[config.mk]
export PLATFORM = sky130hd
export DESIGN_NAME = rpi_inst_scheduler_flat
export DESIGN_NICKNAME = d
export VERILOG_FILES = /design/src/rtl/rpi_inst_scheduler_if.sv /design/src/rtl/rpi_inst_scheduler.sv /design/src/flat_wrapper.sv
export SDC_FILE = /design/constraint.sdc
export NUM_CORES = 1
export LEC_CHECK = 0
export ABC_CLOCK_PERIOD_IN_PS = 5200
export BUFFER_PORTS_ARGS = -buffer_cell sky130_fd_sc_hd__buf_4
export CORE_ASPECT_RATIO = 1.25
export CORE_MARGIN = 2
export CORE_UTILIZATION = 49
export CTS_BUF_LIST = sky130_fd_sc_hd__clkbuf_16
export DETAILED_ROUTE_END_ITERATION = 7
export PLACE_DENSITY = 0.73
export SLEW_MARGIN = 10
export SYNTH_ARGS = -nofsm -noshare
export SYNTH_HDL_FRONTEND = slang
export SYNTH_SLANG_ARGS = --single-unit
[constraint.sdc]
create_clock -name clk -period 5.2 [get_ports clk]
set_clock_uncertainty 0.15 [all_clocks]
set_input_delay 0.26 -clock clk [delete_from_list [all_inputs] [get_ports clk]]
set_output_delay 0.26 -clock clk [all_outputs]
set_load 0.01 [all_outputs]
[src/rtl/rpi_inst_scheduler_if.sv]
// rpi_inst_scheduler_if: instruction dispatch handshake between the SPI
// front end (master) and the accelerator datapath (slave).
`timescale 1ns/1ps
interface rpi_inst_scheduler_if #(
    parameter int unsigned N = 80
);
    logic [N-1:0] inst_data;
    logic         inst_valid;
    logic         inst_ready;

    modport master (output inst_data, output inst_valid, input inst_ready);
    modport slave  (input inst_data, input inst_valid, output inst_ready);
endinterface

[src/rtl/rpi_inst_scheduler.sv]
// rpi_inst_scheduler: oversamples the Pi SPI lines, assembles cs1-framed
// N-bit instructions, qualifies frame length, buffers good frames in a
// 2-entry queue and dispatches them over a valid/ready handshake.
// Optional even-parity qualification (bit 0 is the parity bit): define
// RPI_INST_PARITY_EN.
`timescale 1ns/1ps
module rpi_inst_scheduler #(
    parameter int unsigned N     = 80,
    parameter int unsigned CNT_W = 8
) (
    input  logic                 clk,
    input  logic                 reset_n,
    input  logic                 MOSI,
    input  logic                 RPiclk,
    input  logic                 cs1,
    rpi_inst_scheduler_if.master inst_if,
    output logic                 busy,
    output logic [CNT_W-1:0]     frame_err_cnt,
    output logic [CNT_W-1:0]     overflow_cnt
);
    localparam int unsigned     BC_W = $clog2(N + 2);
    localparam logic [BC_W-1:0] BC_N = BC_W'(N);

    typedef enum logic [1:0] {S_WAIT_HI, S_IDLE, S_SHIFT, S_COMMIT} state_t;

    logic [1:0]       mosi_q;
    logic [2:0]       rclk_q;
    logic [2:0]       cs_q;
    logic             mosi_s;
    logic             cs_s;
    logic             rclk_rise;
    logic             cs_rise;
    logic             cs_fall;
    state_t           state_q, state_d;
    logic [N-1:0]     shift_q, shift_d;
    logic [BC_W-1:0]  bit_cnt_q, bit_cnt_d;
    logic             parity_ok;
    logic             commit_good;
    logic             commit_bad;
    logic [N-1:0]     head_q, head_d;
    logic [N-1:0]     tail_q, tail_d;
    logic [1:0]       occ_q, occ_d;
    logic [CNT_W-1:0] ferr_q, ferr_d;
    logic [CNT_W-1:0] ovf_q, ovf_d;
    logic             pop;
    logic             push;

    // Synchronisers; cs1 resets low so a frame in flight at reset release
    // never looks like a fresh falling edge.
    always_ff @(posedge clk or negedge reset_n) begin
        if (!reset_n) begin
            mosi_q <= '0;
            rclk_q <= '0;
            cs_q   <= '0;
        end else begin
            mosi_q <= {mosi_q[0], MOSI};
            rclk_q <= {rclk_q[1:0], RPiclk};
            cs_q   <= {cs_q[1:0], cs1};
        end
    end

    assign mosi_s    = mosi_q[1];
    assign cs_s      = cs_q[1];
    assign rclk_rise = rclk_q[1] & ~rclk_q[2];
    assign cs_rise   = cs_q[1] & ~cs_q[2];
    assign cs_fall   = ~cs_q[1] & cs_q[2];

`ifdef RPI_INST_PARITY_EN
    assign parity_ok = ~^shift_q;
`else
    assign parity_ok = 1'b1;
`endif

    // Frame FSM: next state, shift register and bit counter.
    always_comb begin
        state_d     = state_q;
        shift_d     = shift_q;
        bit_cnt_d   = bit_cnt_q;
        commit_good = 1'b0;
        commit_bad  = 1'b0;
        unique case (state_q)
            S_WAIT_HI: begin
                if (cs_s) state_d = S_IDLE;
            end
            S_IDLE: begin
                if (cs_fall) begin
                    state_d   = S_SHIFT;
                    shift_d   = '0;
                    bit_cnt_d = '0;
                end
            end
            S_SHIFT: begin
                if (cs_rise) begin
                    state_d = S_COMMIT;
                end else if (rclk_rise) begin
                    if (bit_cnt_q < BC_N)  shift_d   = {shift_q[N-2:0], mosi_s};
                    if (bit_cnt_q <= BC_N) bit_cnt_d = bit_cnt_q + BC_W'(1);
                end
            end
            S_COMMIT: begin
                state_d = S_IDLE;
                if (bit_cnt_q == BC_N && parity_ok) commit_good = 1'b1;
                else                                commit_bad  = 1'b1;
            end
            default: state_d = S_WAIT_HI;
        endcase
    end

    assign pop  = (occ_q != 2'd0) && inst_if.inst_ready;
    assign push = commit_good && ((occ_q != 2'd2) || pop);

    // Queue next state; head always holds the oldest entry.
    always_comb begin
        head_d = head_q;
        tail_d = tail_q;
        occ_d  = occ_q;
        unique case ({push, pop})
            2'b10: begin
                if (occ_q == 2'd0) head_d = shift_q;
                else               tail_d = shift_q;
                occ_d = occ_q + 2'd1;
            end
            2'b01: begin
                head_d = tail_q;
                occ_d  = occ_q - 2'd1;
            end
            2'b11: begin
                if (occ_q == 2'd1) begin
                    head_d = shift_q;
                end else begin
                    head_d = tail_q;
                    tail_d = shift_q;
                end
            end
            default: ;
        endcase
    end

    // Saturating error counters.
    always_comb begin
        ferr_d = ferr_q;
        ovf_d  = ovf_q;
        if (commit_bad && ferr_q != '1)                 ferr_d = ferr_q + CNT_W'(1);
        if (commit_good && !push && ovf_q != '1)        ovf_d  = ovf_q + CNT_W'(1);
    end

    // State, queue and counter registers.
    always_ff @(posedge clk or negedge reset_n) begin
        if (!reset_n) begin
            state_q   <= S_WAIT_HI;
            shift_q   <= '0;
            bit_cnt_q <= '0;
            head_q    <= '0;
            tail_q    <= '0;
            occ_q     <= '0;
            ferr_q    <= '0;
            ovf_q     <= '0;
        end else begin
            state_q   <= state_d;
            shift_q   <= shift_d;
            bit_cnt_q <= bit_cnt_d;
            head_q    <= head_d;
            tail_q    <= tail_d;
            occ_q     <= occ_d;
            ferr_q    <= ferr_d;
            ovf_q     <= ovf_d;
        end
    end

    assign inst_if.inst_data  = head_q;
    assign inst_if.inst_valid = (occ_q != 2'd0);
    assign busy               = (state_q == S_SHIFT) || (state_q == S_COMMIT) || (occ_q != 2'd0);
    assign frame_err_cnt      = ferr_q;
    assign overflow_cnt       = ovf_q;
endmodule

[src/flat_wrapper.sv]
// flat-port wrapper written by rule: the top's interface ports become plain ports
module rpi_inst_scheduler_flat 
#(
    parameter int unsigned N     = 80,
    parameter int unsigned CNT_W = 8
)
  (clk, reset_n, MOSI, RPiclk, cs1, busy, frame_err_cnt, overflow_cnt, inst_if_inst_data, inst_if_inst_valid, inst_if_inst_ready);
  rpi_inst_scheduler_if #(.N(N)) inst_if_i ();
  input  logic clk;
  input  logic reset_n;
  input  logic MOSI;
  input  logic RPiclk;
  input  logic cs1;
  output logic busy;
  output logic [CNT_W-1:0] frame_err_cnt;
  output logic [CNT_W-1:0] overflow_cnt;
  output wire logic [$bits(inst_if_i.inst_data)-1:0] inst_if_inst_data;
  output wire logic [$bits(inst_if_i.inst_valid)-1:0] inst_if_inst_valid;
  input wire logic [$bits(inst_if_i.inst_ready)-1:0] inst_if_inst_ready;
  assign inst_if_inst_data = inst_if_i.inst_data;
  assign inst_if_inst_valid = inst_if_i.inst_valid;
  assign inst_if_i.inst_ready = inst_if_inst_ready;
  rpi_inst_scheduler #(.N(N), .CNT_W(CNT_W)) u_core (.clk(clk), .reset_n(reset_n), .MOSI(MOSI), .RPiclk(RPiclk), .cs1(cs1), .inst_if(inst_if_i), .busy(busy), .frame_err_cnt(frame_err_cnt), .overflow_cnt(overflow_cnt));
endmodule
* Word level (Yosys, flattened, before mapping)
Index checks and enable logic that the tools add are counted.
** Operators by class
- Add/sub/neg operators :: 5
- Bitwise logic cells :: 6
- Reductions and logical operators :: 21
- Equality and inequality tests :: 21
- Muxes and demuxes :: 25
- Order comparisons :: 2
** Operator list (number)
- $mux 80 :: 8
- $pmux 80 s2 :: 2
- $pmux 80 s3 :: 1
- $mux 7 :: 4
- $add 8x1->8 const B :: 2
- $ne 8x8->1 const B :: 2
- $ne 2x1->1 const B :: 7
- $pmux 7 s2 :: 1
- $reduce_and 5->1 :: 2
- $eq 2x2->1 const B :: 4
- $ne 2x2->1 const B :: 4
- $pmux 2 s4 :: 1
- $reduce_bool 2->1 :: 4
- $add 7x1->7 const B :: 1
- $eq 7x7->1 const B :: 1
- $le 7x7->1 const B :: 1
- $lt 7x7->1 const B :: 1
- $eq 2x1->1 const B :: 3
- $mux 2 :: 3
- $reduce_and 3->1 :: 2
- $logic_and 1x1->1 :: 5
- $logic_not 2->1 :: 2
- $mux 1 :: 4
- $pmux 2 s2 :: 1
- 8 further kinds :: 14
** Storage, ports and cells
- Input port bits :: 6
- Bits in registers :: 275
- Word-level logic and storage cells :: 91

* Logic depth before layout (Yosys ltp)
- Depth after elaboration :: 7
- Depth in mapped cells :: 8
- Gate-level depth less buffers :: 6

* Least setup slack after synthesis
OpenSTA, ideal clock, no wires.
- Path type :: register to register
- Start point :: reg u_core.bit_cnt_q[0]
- End point :: reg u_core.tail_q[0]
- Path buffers :: 2
- Data arrival time :: 1.966 ns
- Stages on the path, launching flop included :: 9
- Slack :: 2.959 ns
- Cell sequence :: dfrtp_1 inv_1 ha_1 and4bb_2 nand3_4 or3_1 buf_4 buf_6 mux2_4
** Between the ends
- Word-level cells in the longest chain between the ends :: 7
- Elaborated cells between the ends (all ways) :: 11
** Ends and longest elaborated chain
- from (decl) :: RTL line rpi_inst_scheduler.sv:36 : logic [BC_W-1:0] bit_cnt_q, bit_cnt_d;
- from (signal assigned) :: RTL line rpi_inst_scheduler.sv:161 : bit_cnt_q <= bit_cnt_d;
- $eq 7x7->1 * :: RTL line rpi_inst_scheduler.sv:102 : if (bit_cnt_q == BC_N && parity_ok) commit_good = 1'b1;
- $mux 1 * :: RTL line rpi_inst_scheduler.sv:102
- $mux 1 * :: RTL line rpi_inst_scheduler.sv:81 : unique case (state_q)
- $logic_and 1x1->1 * :: RTL line rpi_inst_scheduler.sv:110 : assign push = commit_good && ((occ_q != 2'd2) || pop);
- $eq 2x2->1 :: RTL line rpi_inst_scheduler.sv:117 : unique case ({push, pop})
- $ne 2x2->1 (no source line) / $reduce_bool 2->1 (equally long branches)
- $reduce_and 3->1 (no source line)
- to (signal assigned) :: RTL line rpi_inst_scheduler.sv:163 : tail_q <= tail_d;
- to (decl) :: RTL line rpi_inst_scheduler.sv:41 : logic [N-1:0] tail_q, tail_d;
Mark *: on every way between the ends. The rest lies on a longest branch, timed or not.
A chain may end at the register's enable or synchronous reset.

* Worst setup path after layout
- Start point :: reg u_core.state_q[0]
- End point :: reg u_core.shift_q[37]
** Between the ends
- Word-level cells in the longest chain between the ends :: 3
- Elaborated cells between the ends (all ways) :: 9
** Ends and longest elaborated chain
- from (decl) :: RTL line rpi_inst_scheduler.sv:34 : state_t state_q, state_d;
- from (signal assigned) :: RTL line rpi_inst_scheduler.sv:159 : state_q <= state_d;
- $eq 2x2->1 / $eq 2x1->1 (equally long branches) :: RTL line rpi_inst_scheduler.sv:81
- $ne 2x1->1 (no source line), or another cell as far along
- $reduce_and 5->1 (no source line)
- to (signal assigned) :: RTL line rpi_inst_scheduler.sv:160 : shift_q <= shift_d;
- to (decl) :: RTL line rpi_inst_scheduler.sv:35 : logic [N-1:0] shift_q, shift_d;
Parallel ways exist; a longest one is shown, timed or not.

==> results.json <==
{
  "run_status": "finished clean",
  "final_cell_mix": "dfrtp_1 (275), nor2_1 (166), buf_4 (109)",
  "drt_first_pass_iters": 4,
  "maxCapViolations": 0,
  "critPathMaxFanout": 54,
  "die_area_sq_mm": 0.0255,
  "via_count_of_the_first_global_routing_pass": 7846,
  "place_hpwl_um": 14100,
  "cp.depth": 7,
  "synthesis.area_sq_mm": 0.0119,
  "numCtsBuffers": 28,
  "cell_type_with_the_highest_aggregate_area_in_the_netlist": "dfrtp_1",
  "holdCritPathClass": "in2reg",
  "path_class": "reg2reg",
  "finalHoldWorstSlack_ns": 0.132,
  "synthesis.instances": 1026,
  "drc": 0,
  "drt_antenna_net_count": 0,
  "rsz0062_at_grt": "no",
  "timing.final.crit_share": 0.628,
  "avgSynthCellArea_sq_um": 11.6,
  "final_setup_violation_count": 0,
  "clk-insertion-delay-late_ns": 0.53,
  "timing.rr.start": "u_core.state_q[0]",
  "tritoncts_clock_tree": "yes",
  "drv_slew": 0,
  "clk_pin_slew_ns": 0.06,
  "seq_area_frac_synth": 0.580,
  "cts_max_level": 1,
  "power_per_cell_area_mw_per_mm2": 507,
  "final_common_cell": "dfrtp_1",
  "grt_util_all_layers": 0.193,
  "fp-row-count": 63,
  "critical-path-slowest-cell": "nand3_4",
  "synthTopCellsByArea": "dfrtp_1 (58%), mux2_4 (10%), mux2i_1 (7.3%)",
  "static-leakage-power_nw": 7.01,
  "finalNetCount": 1135,
  "netlist.area_leader.share": 0.580,
  "fin_total_pwr_mw": 6.99,
  "finish.cell_count_without_fillers": 1463,
  "syn-num-nets": 1044,
  "antenna_found_initial": 0,
  "clock-sinks": 275,
  "start_util": 0.500,
  "critical_path.max_stage_delay_ns": 0.86,
  "postCtsResizedCells": 0,
  "ctsLongestPathBuffers": 3,
  "synth.yosys.warnings": 0,
  "timing_hold_violations_final": 0,
  "layout.filler_cells": 1922,
  "crit_required_ns": 5.44,
  "core-area_sq_mm": 0.0237,
  "endpoint_kind_of_the_worst_setup_timing_path": "flip-flop",
  "worst-r2r-setup-slack_ns": 1.93,
  "area_growth_syn_to_layout_pct": 16.2,
  "finalCriticalPeriod_ns": 3.27,
  "r2r-end": "u_core.shift_q[37]",
  "routed_wl_um": 23900,
  "routedWlPerCell_um": 16.4,
  "layout-drive-gt1-share": 0.215,
  "cp_data_arrival_time_ns": 3.50,
  "worst_slew_pin_slew_ns": 1.05,
  "synth_cell_types": 46,
  "startpoint_type": "flip-flop",
  "place.detailed.instances": 1408,
  "final.setup.tns_ns": 0,
  "min_delay_path_depth": 4,
  "cp_common_cell": "inv_1",
  "timing.slew.headroom": 0.300,
  "vias_per_cell": 5.29,
  "achievable-frequency_mhz": 306,
  "ctsRootBufferMaster": "clkbuf_16",
  "critPathBufInv": 3,
  "ys_ff_latch": 275,
  "grt.overflow.total": 0,
  "startpoint_of_the_worst_hold_path": "inst_if_inst_ready",
  "worstHoldEndpoint": "u_core.occ_q[1]",
  "buffer_ports.inserted": 103,
  "vias": 7735,
  "grt_pass1_wl_um": 40000,
  "fp.dieH_um": 178,
  "maximum_number_of_pins_on_one_net_before_global_route_repair": 155,
  "die_w_um": 143,
  "design.portCount": 104,
  "reg2reg_depth": 7,
  "cp_cell_sequence": "inv_1 > ha_1 > inv_1 > a21oi_1 > nand3_4 > buf_4 > mux2i_1",
  "cp_top_family": "simple AND/OR/NAND/NOR gates",
  "drt_first_iter_violations": 439,
  "max-vdd-ir-drop_mv": 0.311,
  "gpl.final_weighted_congestion": 0.814
}
## layer usage
layer	routed length (um)	GRT usage
met2	11800	0.326
met1	10600	0.257
met4	542	0.0580
met5	0	0
met3	965	0.0303
## state kept, by name, summed over array words and instances, names as in the netlist, 3 cells and up
name,flops
u_core.inst_if.inst_data,80
u_core.shift_q,80
u_core.tail_q,80
u_core.frame_err_cnt,8
u_core.overflow_cnt,8
u_core.bit_cnt_q,7
u_core.cs_q,3
u_core.rclk_q,3
## final cells by class
cell class,count,area (sq um),area share
multi-input cells,608,4430,0.321
clock inverters,21,119,0.00862
well taps,325,407,0.0295
flip-flops and latches,275,6880,0.499
clock buffers,29,726,0.0526
diodes,1,2.50,0.000181
repair buffers,115,893,0.0648
inverters,89,334,0.0242
## where the power goes
part | switching [mW] | internal (mW)
Clock | 0.809 | 1.05
Combinational | 1.28 | 1.06
Sequential | 0.287 | 2.50
Total | 2.37 | 4.61
## synthesized netlist by cell type (all sizes together)
cell type and n:
or2 2, nand4bb 1, o211ai 1, nor3b 1, a32o 1, mux2 85, ha 12, a2bb2oi 3
and2 1, a211oi 1, nand2 88, inv 89, and3 3, nand4 9, nor3 4, xnor2 7
buf 17, o21ai 5, clkbuf 37, nor2 166, a21o 2, a21oi 3, o21a 2, and4bb 1
or3 2, and3b 1, o41ai 1, nor4 5, mux2i 87, xor2 7, nand2b 7, nand3 10
dfrtp 275, and2b 1, nor2b 3, a41o 2, o22ai 80, o2111ai 1, o32a 1, and4 2
## per-stage QoR
step                      area, sq um  setup WS (ns)  utilization
final                           13800           1.93        0.581
after global routing            13800           1.70        0.581
after CTS                       13800           1.90        0.581
after detailed placement        12900           1.93        0.544
after global placement          12900           2.00        0.544
after floorplan                 11900           2.96            -
## tightest hold or removal path, delay by kind of cell
kind / cells / cell delay, ns
mux: 1 / 0.16
compound gates: 1 / 0.17
buf+inv: 1 / 0.10
simple gates: 1 / 0.10
## what timing repair did
action / 4_1_cts / 5_1_grt
buffers inserted: 0 / 0
hold endpoints to repair: 124 / 0
hold buffers: 4 / 0
## worst max path at each step
stage                         from            endpoint
3_5_place_dp     u_core.state_q[0]  u_core.shift_q[37]
4_1_cts          u_core.state_q[0]  u_core.shift_q[37]
3_3_place_gp     u_core.state_q[0]  u_core.shift_q[55]
2_1_floorplan  u_core.bit_cnt_q[0]    u_core.tail_q[0]
5_1_grt          u_core.state_q[0]  u_core.shift_q[50]
6_report         u_core.state_q[0]  u_core.shift_q[37]
## kinds of logic after synthesis
group	after synthesis	synth area share
buf+inv	143	0.0514
xor+xnor	14	0.0103
fa+ha+maj	12	0.0126
mux	172	0.179
compound gates	103	0.0564
flops	275	0.580
simple gates	307	0.110
Power figures use the tool's default switching activity.
